## src/rtl/stack_ctrl_if.sv

```systemverilog
// stack_ctrl_if: single-word req/ack memory port between the stack controller and data memory
interface stack_ctrl_if #(parameter int WIDTH = 32);
    logic             mem_req;
    logic             mem_we;
    logic [WIDTH-1:0] mem_addr;
    logic [WIDTH-1:0] mem_wdata;
    logic [WIDTH-1:0] mem_rdata;
    logic             mem_ack;
    modport master(output mem_req, mem_we, mem_addr, mem_wdata, input mem_rdata, mem_ack);
    modport slave(input mem_req, mem_we, mem_addr, mem_wdata, output mem_rdata, mem_ack);
endinterface

```

## src/rtl/stack_ctrl.sv

```systemverilog
// stack_ctrl: SP register plus push/pop sequencing onto a req/ack memory port.
// Optional STACK_DEPTH_EN adds registered depth and high_water outputs.
module stack_ctrl #(
    parameter int               WIDTH      = 32,
    parameter logic [WIDTH-1:0] SP_RESET   = 32'h10010100,
    parameter logic [WIDTH-1:0] SP_LIMIT   = 32'h10010000,
    parameter int               WORD_BYTES = 4
) (
    input  logic             clk,
    input  logic             reset,
    input  logic             sp_wr_en,
    input  logic [WIDTH-1:0] sp_wr_data,
    input  logic             push_req,
    input  logic [WIDTH-1:0] push_data,
    input  logic             pop_req,
    output logic             ready,
    output logic [WIDTH-1:0] pop_data,
    output logic             pop_valid,
    stack_ctrl_if.master     mem,
    output logic [WIDTH-1:0] sp,
    output logic             overflow,
    output logic             underflow,
`ifdef STACK_DEPTH_EN
    output logic [WIDTH-1:0] depth,
    output logic [WIDTH-1:0] high_water,
`endif
    input  logic             clr_flags
);
    localparam logic [WIDTH-1:0] STEP = WIDTH'(WORD_BYTES);

    typedef enum logic [1:0] {IDLE, PUSH, POP} state_t;
    state_t state;

    logic [WIDTH-1:0] push_addr;
    logic [WIDTH-1:0] sp_nxt;

    assign push_addr = sp - STEP;

    always_comb begin
        sp_nxt = (state == IDLE && sp_wr_en)     ? sp_wr_data :
                 (state == PUSH && mem.mem_ack)  ? sp - STEP  :
                 (state == POP  && mem.mem_ack)  ? sp + STEP  : sp;
    end

    always_ff @(posedge clk) begin
        if (reset) begin
            state         <= IDLE;
            sp            <= SP_RESET;
            ready         <= 1'b1;
            pop_data      <= '0;
            pop_valid     <= 1'b0;
            mem.mem_req   <= 1'b0;
            mem.mem_we    <= 1'b0;
            mem.mem_addr  <= '0;
            mem.mem_wdata <= '0;
            overflow      <= 1'b0;
            underflow     <= 1'b0;
        end else begin
            sp        <= sp_nxt;
            pop_valid <= 1'b0;
            if (clr_flags) begin
                overflow  <= 1'b0;
                underflow <= 1'b0;
            end
            case (state)
                IDLE: begin
                    if (sp_wr_en) begin
                    end else if (push_req) begin
                        if (push_addr < SP_LIMIT) begin
                            overflow <= 1'b1;
                        end else begin
                            mem.mem_addr  <= push_addr;
                            mem.mem_wdata <= push_data;
                            mem.mem_we    <= 1'b1;
                            mem.mem_req   <= 1'b1;
                            ready         <= 1'b0;
                            state         <= PUSH;
                        end
                    end else if (pop_req) begin
                        if (sp >= SP_RESET) begin
                            underflow <= 1'b1;
                        end else begin
                            mem.mem_addr <= sp;
                            mem.mem_we   <= 1'b0;
                            mem.mem_req  <= 1'b1;
                            ready        <= 1'b0;
                            state        <= POP;
                        end
                    end
                end
                PUSH: begin
                    if (mem.mem_ack) begin
                        mem.mem_req <= 1'b0;
                        ready       <= 1'b1;
                        state       <= IDLE;
                    end
                end
                POP: begin
                    if (mem.mem_ack) begin
                        pop_data    <= mem.mem_rdata;
                        pop_valid   <= 1'b1;
                        mem.mem_req <= 1'b0;
                        ready       <= 1'b1;
                        state       <= IDLE;
                    end
                end
                default: state <= IDLE;
            endcase
        end
    end

`ifdef STACK_DEPTH_EN
    // An SP written above the empty top counts as an empty stack.
    logic [WIDTH-1:0] depth_nxt;
    assign depth_nxt = (sp_nxt > SP_RESET) ? '0 : (SP_RESET - sp_nxt) / STEP;

    always_ff @(posedge clk) begin
        if (reset) begin
            depth      <= '0;
            high_water <= '0;
        end else begin
            depth <= depth_nxt;
            if (depth_nxt > high_water) high_water <= depth_nxt;
        end
    end
`endif
endmodule
```

## src/flat_wrapper.sv

```systemverilog
// flat-port wrapper written by rule: the top's interface ports become plain ports
module stack_ctrl_flat 
#(
    parameter int               WIDTH      = 32,
    parameter logic [WIDTH-1:0] SP_RESET   = 32'h10010100,
    parameter logic [WIDTH-1:0] SP_LIMIT   = 32'h10010000,
    parameter int               WORD_BYTES = 4
)
  (clk, reset, sp_wr_en, sp_wr_data, push_req, push_data, pop_req, ready, pop_data, pop_valid, sp, overflow, underflow, clr_flags, mem_mem_req, mem_mem_we, mem_mem_addr, mem_mem_wdata, mem_mem_rdata, mem_mem_ack);
  stack_ctrl_if #(.WIDTH(WIDTH)) mem_i ();
  input  logic clk;
  input  logic reset;
  input  logic sp_wr_en;
  input  logic [WIDTH-1:0] sp_wr_data;
  input  logic push_req;
  input  logic [WIDTH-1:0] push_data;
  input  logic pop_req;
  output logic ready;
  output logic [WIDTH-1:0] pop_data;
  output logic pop_valid;
  output logic [WIDTH-1:0] sp;
  output logic overflow;
  output logic underflow;
  input  logic clr_flags;
  output wire logic [$bits(mem_i.mem_req)-1:0] mem_mem_req;
  output wire logic [$bits(mem_i.mem_we)-1:0] mem_mem_we;
  output wire logic [$bits(mem_i.mem_addr)-1:0] mem_mem_addr;
  output wire logic [$bits(mem_i.mem_wdata)-1:0] mem_mem_wdata;
  input wire logic [$bits(mem_i.mem_rdata)-1:0] mem_mem_rdata;
  input wire logic [$bits(mem_i.mem_ack)-1:0] mem_mem_ack;
  assign mem_mem_req = mem_i.mem_req;
  assign mem_mem_we = mem_i.mem_we;
  assign mem_mem_addr = mem_i.mem_addr;
  assign mem_mem_wdata = mem_i.mem_wdata;
  assign mem_i.mem_rdata = mem_mem_rdata;
  assign mem_i.mem_ack = mem_mem_ack;
  stack_ctrl #(.WIDTH(WIDTH), .SP_RESET(SP_RESET), .SP_LIMIT(SP_LIMIT), .WORD_BYTES(WORD_BYTES)) u_core (.clk(clk), .reset(reset), .sp_wr_en(sp_wr_en), .sp_wr_data(sp_wr_data), .push_req(push_req), .push_data(push_data), .pop_req(pop_req), .ready(ready), .pop_data(pop_data), .pop_valid(pop_valid), .mem(mem_i), .sp(sp), .overflow(overflow), .underflow(underflow), .clr_flags(clr_flags));
endmodule
```

## config.mk

```make
export PLATFORM = sky130hd
export DESIGN_NAME = stack_ctrl_flat
export DESIGN_NICKNAME = d
export VERILOG_FILES = /design/src/rtl/stack_ctrl_if.sv /design/src/rtl/stack_ctrl.sv /design/src/flat_wrapper.sv
export SDC_FILE = /design/constraint.sdc
export NUM_CORES = 1
export LEC_CHECK = 0
export BUFFER_PORTS_ARGS = -buffer_cell sky130_fd_sc_hd__buf_2
export CAP_MARGIN = 40
export CORE_ASPECT_RATIO = 0.7
export CORE_MARGIN = 1
export CORE_UTILIZATION = 50
export CTS_CLUSTER_DIAMETER = 150
export DETAILED_ROUTE_END_ITERATION = 10
export PLACE_DENSITY_LB_ADDON = 0.12
export SYNTH_ARGS = -nofsm -noshare
export SYNTH_HDL_FRONTEND = slang
export SYNTH_SLANG_ARGS = --single-unit
```

## constraint.sdc

```tcl
create_clock -name clk -period 5.9 [get_ports clk]
set_input_delay 0.295 -clock clk [delete_from_list [all_inputs] [get_ports clk]]
set_output_delay 0.295 -clock clk [all_outputs]
set_load 0.03 [all_outputs]
```

==> results.json, run 1 <==
{
  "status": "finished clean",
  "root_buffer": "clkbuf_16",
  "grt_pass1_wl_um": 28900,
  "clock.fmax_mhz": 256,
  "ios": 237,
  "synth_ff_type": "dfxtp_1",
  "reg2reg_to": "u_core.mem.mem_addr[1]$_SDFFE_PP0P_",
  "drc": 0,
  "yosysUniqueCellTypes": 70,
  "cp.arrival_ns": 4.19,
  "tritoncts": "done",
  "peakVddDrop_uv": 214,
  "fin_ws_ns": 1.99,
  "setup.worst_path.class": "reg2reg",
  "slowest_stage": "a31oi_4",
  "num_vias": 6316,
  "drt-initial-drc-count": 429,
  "r2r_slack_ns": 1.99,
  "syn2layout_area_growth_pct": 24.1,
  "ant_nets": 0,
  "fin_cells": 1201,
  "track_usage_pct": 26.4,
  "reg2reg_depth": 11,
  "setup_viol": 0,
  "wl_um": 18900,
  "synth_edf_count": 0,
  "maxCapViolCount": 0,
  "min_to": "u_core.sp[28]$_SDFFE_PP1P_",
  "yosysSeqAreaShare_pct": 39.5,
  "critPathLaunchType": "flop",
  "place_ws_ns": 2.03,
  "final_cell_mix": "235 x buf_2, 146 x nand2_1, 136 x dfxtp_1",
  "post-place-cells": 1168,
  "synthArstFlopShare_pct": 0,
  "timing.rr.start": "u_core.sp[2]$_SDFFE_PP0P_",
  "finalSetupTns_ns": 0,
  "cp_max_fo": 43,
  "place_congestion": 0.959,
  "start_util_pct": 51.7,
  "cts.sinks": 136,
  "post_drt_via_cell_ratio": 5.26,
  "worstPathRequired_ns": 6.19,
  "critPathCaptureType": "flop",
  "worstHoldStart": "sp_wr_data[28]",
  "grt_overflow": 0,
  "dieArea_mm2": 0.0142,
  "worstSkewPairLatency_ns": 0.42,
  "antenna_cells": 0,
  "nFillCells": 1196,
  "cts_hold_buf": 0,
  "finalHoldViolCount": 0,
  "grt_pass1_vias": 5511,
  "whs_ns": 0.0979,
  "postCtsResizedCells": 0,
  "cts_inserted_buffers": 17,
  "finalMaxSlewViolations": 0,
  "ys_warn_count": 0,
  "drive_gt1_share_pct": 33.0,
  "synth_seq_cells": 136,
  "placeableCoreArea_mm2": 0.0133,
  "worst_pin_slew_ns": 0.817,
  "layout_commonest_cell": "buf_2",
  "htree_levels": 4,
  "max_stage_delay_ns": 0.66,
  "hpwlAfterDp_um": 13500,
  "min_period_over_period_pct": 66.2,
  "die_x_um": 142,
  "num_rows": 35,
  "power.density_mw_per_mm2": 315,
  "fin_skew_ns": 0.0154,
  "antenna_found_initial": 0,
  "cts_setup_buffers": 0,
  "wl_per_cell_um": 15.7,
  "leakage_nw": 3.70,
  "grt_max_degree": 73,
  "die_height_um": 100,
  "synth_cells": 804,
  "fin_crit_ns": 3.91,
  "hold_depth": 3,
  "syn_nets": 912,
  "dr.pass1.iters": 4,
  "avgSynthCellArea_um2": 8.56,
  "path_clk_slew_ns": 0.06,
  "min-delay-path-class": "in2reg",
  "crit_chain": "inv_1, ha_1, or4b_4, nor3b_4, nand4_2, xnor2_2, o311ai_2, a31oi_4, buf_4, mux2i_1, nor2_1",
  "relSlewSlack_pct": 45.5,
  "port_buffers": 236,
  "layout.nets": 1111,
  "syn_area_mm2": 0.00688,
  "rsz0062_at_grt": "false",
  "clock_path_buffers": 2
}
layer usage:
layer / GRT usage [%] / wire length, µm / vias to the layer above
met5: 0 / 0 / -
met4: 6.53 / 140 / 0
met3: 7.40 / 1650 / 14
met2: 36.7 / 7600 / 264
met1: 39.6 / 9490 / 2899
li1: - / - / 3139
flip-flops by register name, indices dropped and copies added, names as in the netlist:
signal                count
u_core.state              2
u_core.sp                32
u_core.mem.mem_we         1
u_core.underflow          1
u_core.pop_valid          1
u_core.overflow           1
u_core.pop_data          32
u_core.mem.mem_wdata     32
u_core.ready              1
u_core.mem.mem_req        1
u_core.mem.mem_addr      32
synthesized netlist by cell type (4+ instances only):
cell / count / area, µm²
mux2i_1: 35 / 350
nor4_1: 8 / 50.1
o21ai_0: 10 / 50.1
and3_1: 7 / 43.8
xor2_1: 26 / 228
dfxtp_1: 136 / 2720
nand2b_1: 4 / 25.0
or3_1: 11 / 68.8
nand2_1: 146 / 548
nand4_1: 11 / 68.8
a211oi_2: 28 / 350
clkbuf_1: 35 / 131
a21oi_1: 70 / 350
inv_1: 13 / 48.8
nor2_1: 100 / 375
nor3_1: 11 / 55.1
or2_2: 4 / 25.0
o32ai_1: 5 / 43.8
nand3_1: 12 / 60.1
buf_6: 12 / 135
clkbuf_8: 6 / 82.6
and2_1: 5 / 31.3
ha_1: 5 / 62.6
a31oi_1: 7 / 43.8
o31ai_1: 4 / 30.0
xnor2_1: 30 / 263
or4_1: 7 / 52.6
worst max-delay path by stage:
stage	from	cells past startpoint	to	slack (ns)
after floorplan	u_core.sp[2]$_SDFFE_PP0P_	12	u_core.mem.mem_req$_SDFFE_PP0P_	2.59
after global placement	u_core.sp[2]$_SDFFE_PP0P_	11	u_core.mem.mem_addr[0]$_SDFFE_PP0P_	2.10
after detailed placement	u_core.sp[2]$_SDFFE_PP0P_	11	u_core.mem.mem_addr[0]$_SDFFE_PP0P_	2.03
after CTS	u_core.sp[2]$_SDFFE_PP0P_	11	u_core.mem.mem_addr[0]$_SDFFE_PP0P_	2.02
after global routing	u_core.sp[2]$_SDFFE_PP0P_	11	u_core.mem.mem_addr[22]$_SDFFE_PP0P_	1.75
final	u_core.sp[2]$_SDFFE_PP0P_	11	u_core.mem.mem_addr[1]$_SDFFE_PP0P_	1.99
worst max-delay path, delay by kind of cell, from the launching register on:
kind	cells	cell delay, ns
AOI/OAI and AO/OA	2	0.86
muxes	1	0.24
adders and majority gates	1	0.23
xor gates and xnor gates	1	0.24
buffers and inverters	2	0.67
and+or+nand+nor	4	1.13
DFF	1	0.40
per-stage QoR:
stage | utilization, % | area [µm²] | total power (W)
6_report | 64.2 | 8550 | 0.00269
5_1_grt | 64.2 | 8550 | 0.00280
4_1_cts | 64.2 | 8540 | 0.00271
3_5_place_dp | 59.6 | 7930 | 0.00162
3_3_place_gp | 59.3 | 7890 | 0.00161
2_1_floorplan | - | 6880 | 0.00148
cell type report:
type	count	area [µm²]	share of cell area, %
timing repair buffer	244	1270	14.8
inverter	14	52.6	0.615
clock inverter	13	155	1.82
sequential	136	2720	31.9
clock buffer	19	453	5.30
multi-input combinational	590	3660	42.9
tap	185	231	2.71
report_power, final:
part	internal [W]	total [W]	switching [W]
Clock	0.000656	0.00109	0.000433
Sequential	0.000981	0.00105	0.0000711
Combinational	0.000194	0.000551	0.000357
cell families after synthesis:
| kind of cell | Yosys count | synth area share, % |
|---|---|---|
| AO/OA/AOI/OAI | 145 | 15.9 |
| XOR/XNOR | 59 | 7.83 |
| adder cells (fa/ha/maj) | 5 | 0.909 |
| multiplexers | 35 | 5.09 |
| flip-flops | 136 | 39.5 |
| buffers and inverters | 78 | 7.25 |
| AND/OR/NAND/NOR | 346 | 23.4 |
No activity file was read; power rests on OpenSTA's default activity.
==> run 2, diff against run 1 <==
- CORE_UTILIZATION: 50 -> 46
- clock period: 5.9 -> 3.5 ns (I/O delays scaled with it)
==> results.json, run 2 (same netlist as run 1, synthesis figures left out) <==
{
  "status": "finished clean",
  "maxCapViolCount": 0,
  "min-delay-path-class": "in2reg",
  "setup.worst_path.class": "reg2reg",
  "rsz0062_at_grt": "false",
  "clock_path_buffers": 2,
  "grt_overflow": 0,
  "setup_viol": 0,
  "max_stage_delay_ns": 0.52,
  "grt_pass1_wl_um": 32100,
  "cp_max_fo": 21,
  "post_drt_via_cell_ratio": 5.17,
  "p_sw_w": 0.00148,
  "tritoncts": "done",
  "nFillCells": 1215,
  "clock.fmax_mhz": 306,
  "drc": 0,
  "layout.nets": 1193,
  "ios": 237,
  "start_util_pct": 48.2,
  "finalMaxSlewViolations": 0,
  "grt_pass1_vias": 6030,
  "worstHoldStart": "push_data[12]",
  "wl_um": 20500,
  "port_buffers": 236,
  "p_int_w": 0.00307,
  "dr.pass1.iters": 4,
  "hpwlAfterDp_um": 14300,
  "syn2layout_area_growth_pct": 35.7,
  "antenna_cells": 0,
  "cts.sinks": 136,
  "root_buffer": "clkbuf_16",
  "fin_total_pwr_w": 0.00456,
  "crit_buf_inv": 2,
  "cts_inserted_buffers": 17,
  "htree_levels": 4,
  "critPathLaunchType": "flop",
  "wl_per_cell_um": 15.9,
  "fin_cells": 1288,
  "slowest_stage": "or4b_4",
  "place_congestion": 0.943,
  "worstPathRequired_ns": 3.77,
  "dieArea_mm2": 0.0155,
  "leakage_nw": 4.04,
  "die_height_um": 104,
  "relSlewSlack_pct": 43.3,
  "pwr-share-clk_pct": 38.5,
  "finalSetupTns_ns": 0,
  "drive_gt1_share_pct": 31.8,
  "final_cell_mix": "235 x buf_2, 146 x nand2_1, 136 x dfxtp_1",
  "p_comb_share_pct": 23.2,
  "fin_crit_ns": 3.27,
  "fin_skew_ns": 0.0153,
  "grt_max_degree": 68,
  "seqPwrFrac_pct": 38.3,
  "track_usage_pct": 26.4,
  "finalHoldViolCount": 0,
  "peakVddDrop_uv": 388,
  "power.density_mw_per_mm2": 488,
  "crit_chain": "inv_1, ha_1, or4b_4, nor3b_4, nand4_1, xnor2_2, o31ai_1, a31oi_4, buf_4, o21bai_1, a21oi_1",
  "placeableCoreArea_mm2": 0.0143,
  "worst_pin_slew_ns": 0.851,
  "die_x_um": 148,
  "layout_commonest_cell": "buf_2",
  "path_clk_slew_ns": 0.06,
  "worstSkewPairLatency_ns": 0.41,
  "swShare_pct": 32.5,
  "num_rows": 36,
  "cpLargestDelayFamily": "simple AND/OR/NAND/NOR gates",
  "ant_nets": 0,
  "antenna_found_initial": 0,
  "drt-initial-drc-count": 450,
  "cp.arrival_ns": 3.54,
  "cts_setup_buffers": 0,
  "post-place-cells": 1188,
  "cp-startpoint": "u_core.sp[2]$_SDFFE_PP0P_",
  "num_vias": 6664,
  "critPathCaptureType": "flop",
  "min_period_over_period_pct": 93.3,
  "timing.rr.start": "u_core.sp[2]$_SDFFE_PP0P_"
}
## run 2: changes by cell type in the layout (fill, tap and decap cells not counted), sizes merged
cell,previous run,this run
buf,243,258
bufinv,2,1
clkbuf,20,19
dlygate4sd3,0,68
clkinv,2,3
## run 2: what timing repair did
item / CTS / global route
hold buffers: 68 / 0
resized for setup: 0 / 1
setup endpoints to repair: 0 / 2
endpoints found under the hold margin: 68 / 0
## run 2: metrics by stage
step	instance area, µm²	util [%]	setup WS [ns]	hold WS [ns]
CTS	9340	65.4	0.251	0.000108
detailed placement	8080	56.6	0.291	0.418
global placement	8050	56.4	0.379	0.414
global route	9340	65.4	0.0226	0.0152
finish	9340	65.4	0.233	0.0155
floorplan	6880	-	0.194	0.296
## run 2: area by class of cell
| cell class | count | area, µm² | share of cell area [%] |
|---|---|---|---|
| Tap cell | 190 | 238 | 2.54 |
| Sequential cell | 136 | 2720 | 29.1 |
| Timing Repair Buffer | 326 | 2080 | 22.3 |
| Multi-Input combinational cell | 590 | 3670 | 39.3 |
| Clock inverter | 13 | 136 | 1.46 |
| Clock buffer | 19 | 443 | 4.74 |
| Inverter | 14 | 52.6 | 0.562 |
## run 2: worst paths after layout
path,slack [ns],cells after the start,to
worst max-delay path,0.23,11,u_core.mem.mem_req$_SDFFE_PP0P_
worst min-delay path,0.02,3,u_core.mem.mem_wdata[12]$_SDFFE_PP0P_
worst max register to register,0.23,11,u_core.mem.mem_req$_SDFFE_PP0P_
worst min register to register,0.45,2,u_core.pop_data[15]$_SDFFE_PP0P_
## run 2: routing by layer
layer | vias up | GRT usage, % | share of wire [%]
li1 | 3315 | - | -
met1 | 3022 | 38.8 | 48
met2 | 302 | 36.6 | 41
met3 | 25 | 7.63 | 9.8
met4 | 0 | 7.88 | 1.5
met5 | - | 0 | 0
## run 2: power by group through the flow
stage	combinational [W]	sequential, W	clock [W]
2_1_floorplan	0.000549	0.00195	0
3_3_place_gp	0.000974	0.00178	0
3_5_place_dp	0.000987	0.00178	0
4_1_cts	0.00105	0.00174	0.00179
5_1_grt	0.00114	0.00176	0.00187
6_report	0.00106	0.00175	0.00175
## run 2: tightest hold or removal path, cell delays in order
cell and delay, ns:
buf_2 0.08, mux2i_1 0.06, nor2_1 0.08
